--- config.mk ---
export PLATFORM = sky130hd
export DESIGN_NAME = cacheline_adaptor_flat
export DESIGN_NICKNAME = d
export VERILOG_FILES = /design/src/rtl/cacheline_adaptor_if.sv /design/src/rtl/cacheline_adaptor.sv /design/src/flat_wrapper.sv
export SDC_FILE = /design/constraint.sdc
export NUM_CORES = 1
export LEC_CHECK = 0
export CORE_AREA = 2 2 274 276
export DETAILED_ROUTE_END_ITERATION = 6
export DIE_AREA = 0 0 276 278
export PLACE_DENSITY = 0.57
export SLEW_MARGIN = 20
export SYNTH_ARGS = -nofsm -noshare
export SYNTH_HDL_FRONTEND = slang
export SYNTH_SLANG_ARGS = --single-unit
--- constraint.sdc ---
create_clock -name clk -period 3.1 [get_ports clk]
set_clock_uncertainty 0.05 [all_clocks]
set_input_delay 0.62 -clock clk [delete_from_list [all_inputs] [get_ports clk]]
set_output_delay 0.62 -clock clk [all_outputs]
set_load 0.05 [all_outputs]
--- src/rtl/cacheline_adaptor_if.sv ---
// Line-side request/response and memory-side burst signals of the cache line adaptor.
// The slave modport is the adaptor; the master modport drives requests and memory beats.
interface cacheline_adaptor_if #(
    parameter int LINE_W  = 256,
    parameter int BURST_W = 64,
    parameter int ADDR_W  = 32
);
    logic               read_i;
    logic               write_i;
    logic [ADDR_W-1:0]  address_i;
    logic [LINE_W-1:0]  line_i;
    logic [LINE_W-1:0]  line_o;
    logic               resp_o;
    logic               read_o;
    logic               write_o;
    logic [ADDR_W-1:0]  address_o;
    logic [BURST_W-1:0] burst_o;
    logic [BURST_W-1:0] burst_i;
    logic               resp_i;

    modport slave (
        input  read_i, write_i, address_i, line_i, burst_i, resp_i,
        output line_o, resp_o, read_o, write_o, address_o, burst_o
    );

    modport master (
        output read_i, write_i, address_i, line_i, burst_i, resp_i,
        input  line_o, resp_o, read_o, write_o, address_o, burst_o
    );
endinterface

--- src/rtl/cacheline_adaptor.sv ---
// Splits single-beat cache line reads/writes into BURST_W-wide memory bursts,
// one line transfer in flight, with a one-cycle done pulse per completed transfer.
module cacheline_adaptor #(
    parameter int LINE_W  = 256,
    parameter int BURST_W = 64,
    parameter int ADDR_W  = 32
) (
    input  logic              clk,
    input  logic              rst,
    cacheline_adaptor_if.slave bus
);
    localparam int BEATS = LINE_W / BURST_W;
    localparam int OFFS  = $clog2(LINE_W / 8);
    localparam int CNT_W = (BEATS > 1) ? $clog2(BEATS) : 1;

    typedef enum logic [1:0] {IDLE, READ, WRITE, DONE} state_t;

    state_t              state;
    logic [CNT_W-1:0]    cnt;
    logic [ADDR_W-1:0]   addr;
    logic [LINE_W-1:0]   line_q;
    logic                last;

    assign last = (cnt == CNT_W'(BEATS - 1));

    always_ff @(posedge clk) begin
        if (rst) begin
            state  <= IDLE;
            cnt    <= '0;
            addr   <= '0;
            line_q <= '0;
        end else begin
            case (state)
                IDLE: begin
                    // A simultaneous read and write is illegal upstream; the write is honoured.
                    if (bus.write_i) begin
                        state  <= WRITE;
                        addr   <= {bus.address_i[ADDR_W-1:OFFS], {OFFS{1'b0}}};
                        line_q <= bus.line_i;
                        cnt    <= '0;
                    end else if (bus.read_i) begin
                        state <= READ;
                        addr  <= {bus.address_i[ADDR_W-1:OFFS], {OFFS{1'b0}}};
                        cnt   <= '0;
                    end
                end
                READ: begin
                    if (bus.resp_i) begin
                        line_q[cnt*BURST_W +: BURST_W] <= bus.burst_i;
                        cnt <= last ? '0 : cnt + CNT_W'(1);
                        if (last) state <= DONE;
                    end
                end
                WRITE: begin
                    if (bus.resp_i) begin
                        cnt <= last ? '0 : cnt + CNT_W'(1);
                        if (last) state <= DONE;
                    end
                end
                DONE:    state <= IDLE;
                default: state <= IDLE;
            endcase
        end
    end

    assign bus.read_o    = (state == READ);
    assign bus.write_o   = (state == WRITE);
    assign bus.resp_o    = (state == DONE);
    assign bus.address_o = addr;
    assign bus.burst_o   = line_q[cnt*BURST_W +: BURST_W];
    assign bus.line_o    = line_q;
endmodule

--- src/flat_wrapper.sv ---
// flat-port wrapper written by rule: the top's interface ports become plain ports
module cacheline_adaptor_flat 
#(
    parameter int LINE_W  = 256,
    parameter int BURST_W = 64,
    parameter int ADDR_W  = 32
)
  (clk, rst, bus_read_i, bus_write_i, bus_address_i, bus_line_i, bus_burst_i, bus_resp_i, bus_line_o, bus_resp_o, bus_read_o, bus_write_o, bus_address_o, bus_burst_o);
  cacheline_adaptor_if #(.LINE_W(LINE_W), .BURST_W(BURST_W), .ADDR_W(ADDR_W)) bus_i ();
  input  logic clk;
  input  logic rst;
  input wire logic [$bits(bus_i.read_i)-1:0] bus_read_i;
  input wire logic [$bits(bus_i.write_i)-1:0] bus_write_i;
  input wire logic [$bits(bus_i.address_i)-1:0] bus_address_i;
  input wire logic [$bits(bus_i.line_i)-1:0] bus_line_i;
  input wire logic [$bits(bus_i.burst_i)-1:0] bus_burst_i;
  input wire logic [$bits(bus_i.resp_i)-1:0] bus_resp_i;
  output wire logic [$bits(bus_i.line_o)-1:0] bus_line_o;
  output wire logic [$bits(bus_i.resp_o)-1:0] bus_resp_o;
  output wire logic [$bits(bus_i.read_o)-1:0] bus_read_o;
  output wire logic [$bits(bus_i.write_o)-1:0] bus_write_o;
  output wire logic [$bits(bus_i.address_o)-1:0] bus_address_o;
  output wire logic [$bits(bus_i.burst_o)-1:0] bus_burst_o;
  assign bus_i.read_i = bus_read_i;
  assign bus_i.write_i = bus_write_i;
  assign bus_i.address_i = bus_address_i;
  assign bus_i.line_i = bus_line_i;
  assign bus_i.burst_i = bus_burst_i;
  assign bus_i.resp_i = bus_resp_i;
  assign bus_line_o = bus_i.line_o;
  assign bus_resp_o = bus_i.resp_o;
  assign bus_read_o = bus_i.read_o;
  assign bus_write_o = bus_i.write_o;
  assign bus_address_o = bus_i.address_o;
  assign bus_burst_o = bus_i.burst_o;
  cacheline_adaptor #(.LINE_W(LINE_W), .BURST_W(BURST_W), .ADDR_W(ADDR_W)) u_core (.clk(clk), .rst(rst), .bus(bus_i));
endmodule
==> report_table.html <==
<table>
<tr><th>Metric</th><th>Value</th></tr>
<tr><th colspan="2">Hold path</th></tr>
<tr><td>Critical hold path startpoint</td><td>u_core.bus.address_o[7]</td></tr>
<tr><td>Path class of the lowest-slack min-delay path</td><td>flop to flop</td></tr>
<tr><th colspan="2">CTS</th></tr>
<tr><td>Number of clock sinks seen by CTS</td><td>287</td></tr>
<tr><td>Post-CTS Hold Fix Bufs</td><td>0</td></tr>
<tr><td>Clock transition at the registers of the reported paths</td><td>0.06 ns</td></tr>
<tr><td>Level count of the clock H-tree</td><td>2</td></tr>
<tr><td>CTS Buf Count</td><td>38</td></tr>
<tr><td>Root buffer selected by CTS</td><td>sky130_fd_sc_hd__clkbuf_16</td></tr>
<tr><td>Number of buffers on the longest clock path</td><td>3</td></tr>
<tr><td>CTS tree</td><td>yes</td></tr>
<tr><td>Clk_lat worst skew</td><td>0.56 ns</td></tr>
<tr><th colspan="2">Global route</th></tr>
<tr><td>Pin count of the biggest net entering global routing</td><td>109</td></tr>
<tr><td>Global Route Usage Sum</td><td>22.5%</td></tr>
<tr><td>Final global-route overflow total</td><td>0</td></tr>
<tr><td>Vias in the first global route</td><td>18468</td></tr>
<tr><td>Global-route wire length before repair</td><td>131 mm</td></tr>
<tr><td>Initial antenna violation count</td><td>7</td></tr>
<tr><th colspan="2">Die</th></tr>
<tr><td>Standard-cell row count</td><td>100</td></tr>
<tr><td>Chip Width</td><td>276 um</td></tr>
<tr><td>Die outline area</td><td>76700 um^2</td></tr>
<tr><td>Starting density of the core</td><td>23.3%</td></tr>
<tr><td>Count of pins on the block boundary</td><td>712</td></tr>
<tr><td>Core area</td><td>73800 um^2</td></tr>
<tr><td>Chip Height</td><td>278 um</td></tr>
<tr><th colspan="2">Power and ir drop</th></tr>
<tr><td>Power density relative to cell area</td><td>1350 nW/um^2</td></tr>
<tr><td>Power, Total</td><td>35600 uW</td></tr>
<tr><td>Leak</td><td>0.00861 uW</td></tr>
<tr><td>Maximum ir drop on the vdd rail</td><td>0.000960 V</td></tr>
<tr><th colspan="2">Synthesis</th></tr>
<tr><td>Top cell type's share of synthesized area</td><td>33.4%</td></tr>
<tr><td>Post-synthesis cell type with the largest combined area</td><td>sky130_fd_sc_hd__dfxtp_1</td></tr>
<tr><td>Post-synth ARST share</td><td>0%</td></tr>
<tr><td>Most used DFF post-synth</td><td>sky130_fd_sc_hd__dfxtp_1</td></tr>
<tr><td>Part of the Yosys area used for sequential elements</td><td>33.4%</td></tr>
<tr><td>Total of warnings raised by yosys</td><td>0</td></tr>
<tr><td>Post-synth EDFFs</td><td>0</td></tr>
<tr><td>Synth Instances</td><td>1741</td></tr>
<tr><td>Combined area of all synthesized cells</td><td>17200 um^2</td></tr>
<tr><td>Top cells by area in the synthesized netlist</td><td>sky130_fd_sc_hd__dfxtp_1 33%, sky130_fd_sc_hd__a311oi_2 21%, sky130_fd_sc_hd__nand2b_1 9.3%, sky130_fd_sc_hd__mux4_2 8.4%, sky130_fd_sc_hd__a21oi_1 8.4%</td></tr>
<tr><td>Mean instance size in the synthesized netlist</td><td>9.87 um^2</td></tr>
<tr><td>Number of storage elements in the synthesis netlist</td><td>287</td></tr>
<tr><td>Number of distinct library cells after synthesis</td><td>37</td></tr>
<tr><th colspan="2">Detailed routing</th></tr>
<tr><td>Number of iterations in the first detailed-routing pass</td><td>7</td></tr>
<tr><td>DR vias/cell</td><td>5.46</td></tr>
<tr><td>DRC viols</td><td>38</td></tr>
<tr><td>Number of DRC markers in iteration 0</td><td>1867</td></tr>
<tr><td>Vias after detailed routing</td><td>18136</td></tr>
<tr><td>Wirelength per Cell</td><td>27.2 um</td></tr>
<tr><td>Antenna viol nets, final</td><td>0</td></tr>
<tr><td>Post-Route WL</td><td>90.5 mm</td></tr>
<tr><th colspan="2">Timing</th></tr>
<tr><td>Slew HR</td><td>33.1%</td></tr>
<tr><td>Final max-slew violation count</td><td>0</td></tr>
<tr><td>Fmax achieved</td><td>327 MHz</td></tr>
<tr><td>Crit share post-route</td><td>98.6%</td></tr>
<tr><td>Total of endpoints with negative setup slack in the final report</td><td>0</td></tr>
<tr><td>Crit path time final</td><td>3.06 ns</td></tr>
<tr><td>Worst Max-Slew Pin Slew</td><td>1.00 ns</td></tr>
<tr><td>Setup TNS after final layout</td><td>0 ns</td></tr>
<tr><td>Setup repair after global routing missed its margin</td><td>no</td></tr>
<tr><td>Hold Fails Final Rpt</td><td>0</td></tr>
<tr><th colspan="2">Setup path</th></tr>
<tr><td>Setup crit end kind</td><td>output pin</td></tr>
<tr><td>Data arrival time of the critical path</td><td>2.39 ns</td></tr>
<tr><td>Startpoint of the worst setup timing path</td><td>u_core.cnt[1]</td></tr>
<tr><td>Critical path startpoint category</td><td>flop</td></tr>
<tr><td>Path type of the worst setup path</td><td>flop to output pin</td></tr>
<tr><td>Worst reg2reg startpoint</td><td>u_core.cnt[1]</td></tr>
<tr><td>Buffers plus inverters on the worst setup path</td><td>1</td></tr>
<tr><td>Required time worst endpoint</td><td>2.43 ns</td></tr>
<tr><td>Worst-path fanout max</td><td>22</td></tr>
<tr><td>Largest delay share family, worst path</td><td>buffers and inverters</td></tr>
<tr><td>Ordered list of cells on the worst path</td><td>mux4_2, clkdlybuf4s50_1</td></tr>
<tr><td>Crit path largest cell delay</td><td>0.72 ns</td></tr>
<tr><td>Cell with the largest stage delay on the worst path</td><td>sky130_fd_sc_hd__clkdlybuf4s50_1</td></tr>
<tr><th colspan="2">Layout</th></tr>
<tr><td>Layout Area Growth over Synthesis</td><td>53.3%</td></tr>
<tr><td>Net count reported at finish</td><td>2687</td></tr>
<tr><td>Fraction of layout cells with a size suffix above 1</td><td>21.6%</td></tr>
<tr><th colspan="2">Status</th></tr>
<tr><td>Run status</td><td>finished, violations left</td></tr>
<tr><td>Failing checks</td><td>DRC</td></tr>
<tr><th colspan="2">Flow run</th></tr>
<tr><td>Max-capacitance violation count</td><td>0</td></tr>
<tr><th colspan="2">Place</th></tr>
<tr><td>Port Buffers</td><td>701</td></tr>
<tr><td>Weighted congestion at the end of routability-driven global placement</td><td>0.869</td></tr>
<tr><td>Detailed Place HPWL</td><td>61.5 mm</td></tr>
</table>
## Yosys cell counts (all sizes together) (2+ instances only)
master / count
inv: 4
dfxtp: 287
or4: 2
nand2: 55
and2: 5
buf: 132
nand4b: 2
nor2b: 4
a21oi: 287
o31ai: 2
clkbuf: 103
nand4: 66
o21ai: 3
nand3: 188
mux4: 64
nand2b: 256
ha: 9
a21bo: 4
a311oi: 256
## worst reg2reg max path, stage by stage, from the launching register on
cell	delay, ns
sky130_fd_sc_hd__dfxtp_4	0.65
sky130_fd_sc_hd__inv_1	0.25
sky130_fd_sc_hd__ha_4	0.30
sky130_fd_sc_hd__and4bb_4	0.34
sky130_fd_sc_hd__buf_12	0.35
sky130_fd_sc_hd__nand3_1	0.23
sky130_fd_sc_hd__a311oi_2	0.30
## path summary, 6_finish.rpt
kind	end	slack, ns	cells after the start
worst max register to register	u_core.bus.line_o[20]	0.52	6
worst max-delay path	bus_burst_o[28]	0.04	2
worst min-delay path	u_core.bus.address_o[7]	0.41	2
worst min register to register	u_core.bus.address_o[7]	0.41	2
## through the flow
| stage | area [um^2] | utilization (%) | worst slack [ns] | hold slack [ns] | cells |
|---|---|---|---|---|---|
| 6_report | 26400 | 35.7 | 0.0436 | 0.406 | 3321 |
| 5_1_grt | 26400 | 35.7 | 0.0104 | 0.425 | 3321 |
| 4_1_cts | 26300 | 35.7 | 0.00244 | 0.409 | 3314 |
| 3_5_place_dp | 25100 | 34.0 | 0.286 | 0.399 | 3248 |
| 3_3_place_gp | 25100 | 34.0 | 0.292 | 0.395 | 3248 |
| 2_1_floorplan | 17200 | - | 0.482 | 0.433 | 1745 |
## report_power, final
part	switching, uW	total [uW]	internal [uW]	leakage (uW)
Combinational	15800	24200	8400	0.00561
Sequential	1640	6900	5260	0.00238
Clock	1820	4520	2690	0.000621
## state kept, by name, indices dropped and copies added, names as in the netlist
name                  flops
u_core.bus.address_o     27
u_core.bus.line_o       256
u_core.cnt                2
u_core.state              2
## per-layer routing
metal	wire length [um]	track usage [%]	share of wire, %
met1	37400	29.3	41
met2	43200	37.2	48
met3	7060	3.93	7.8
met4	2890	8.08	3.2
met5	0	0	0
## cells by family after synthesis
logic type      after synthesis  synth area share (%)
buf+inv                     239                  7.46
other cells                   1                0.0218
fa+ha+maj                     9                 0.655
compound gates              555                  30.7
mux                          66                  8.53
simple gates                584                  19.2
flops                       287                  33.4
## cell type report
cell class	instances	area [um^2]
fillers	7369	47500
multi-input cells	1219	10300
repair buffers	771	7810
flip-flops and latches	287	5750
clock buffers	60	1230
well taps	969	1210
clock inverters	4	20.0
diodes	7	17.5
inverters	4	15.0
## cell usage in the layout (no fill, tap or decap), drive strengths merged
master and instances:
a21boi 1, dfxtp 287, clkbuf 60, conb 5, nand4b 2, and3b 1
or3b 1, buf 123, a311oi 256, nor2 1, o21ai 3, diode 7
nor3b 1, dlygate4sd2 14, nor2b 4, inv 4, clkinv 4, nand4 66
and4bb 1, o21a 1, a21bo 4, a2111o 1, o31ai 2, and2 5
mux2i 1, or4 2, a21oi 287, clkdlybuf4s50 634, nand3 188, mux4 64
or3 1, ha 9, nand2 55, nand2b 256, mux2 1
## timing repair
action,4_1_cts,5_1_grt
buffers inserted,2,0
gates resized for setup,14,0
hold endpoints to repair,0,0
endpoints found under the setup margin,60,0
No activity file was read; power rests on OpenSTA's default activity.
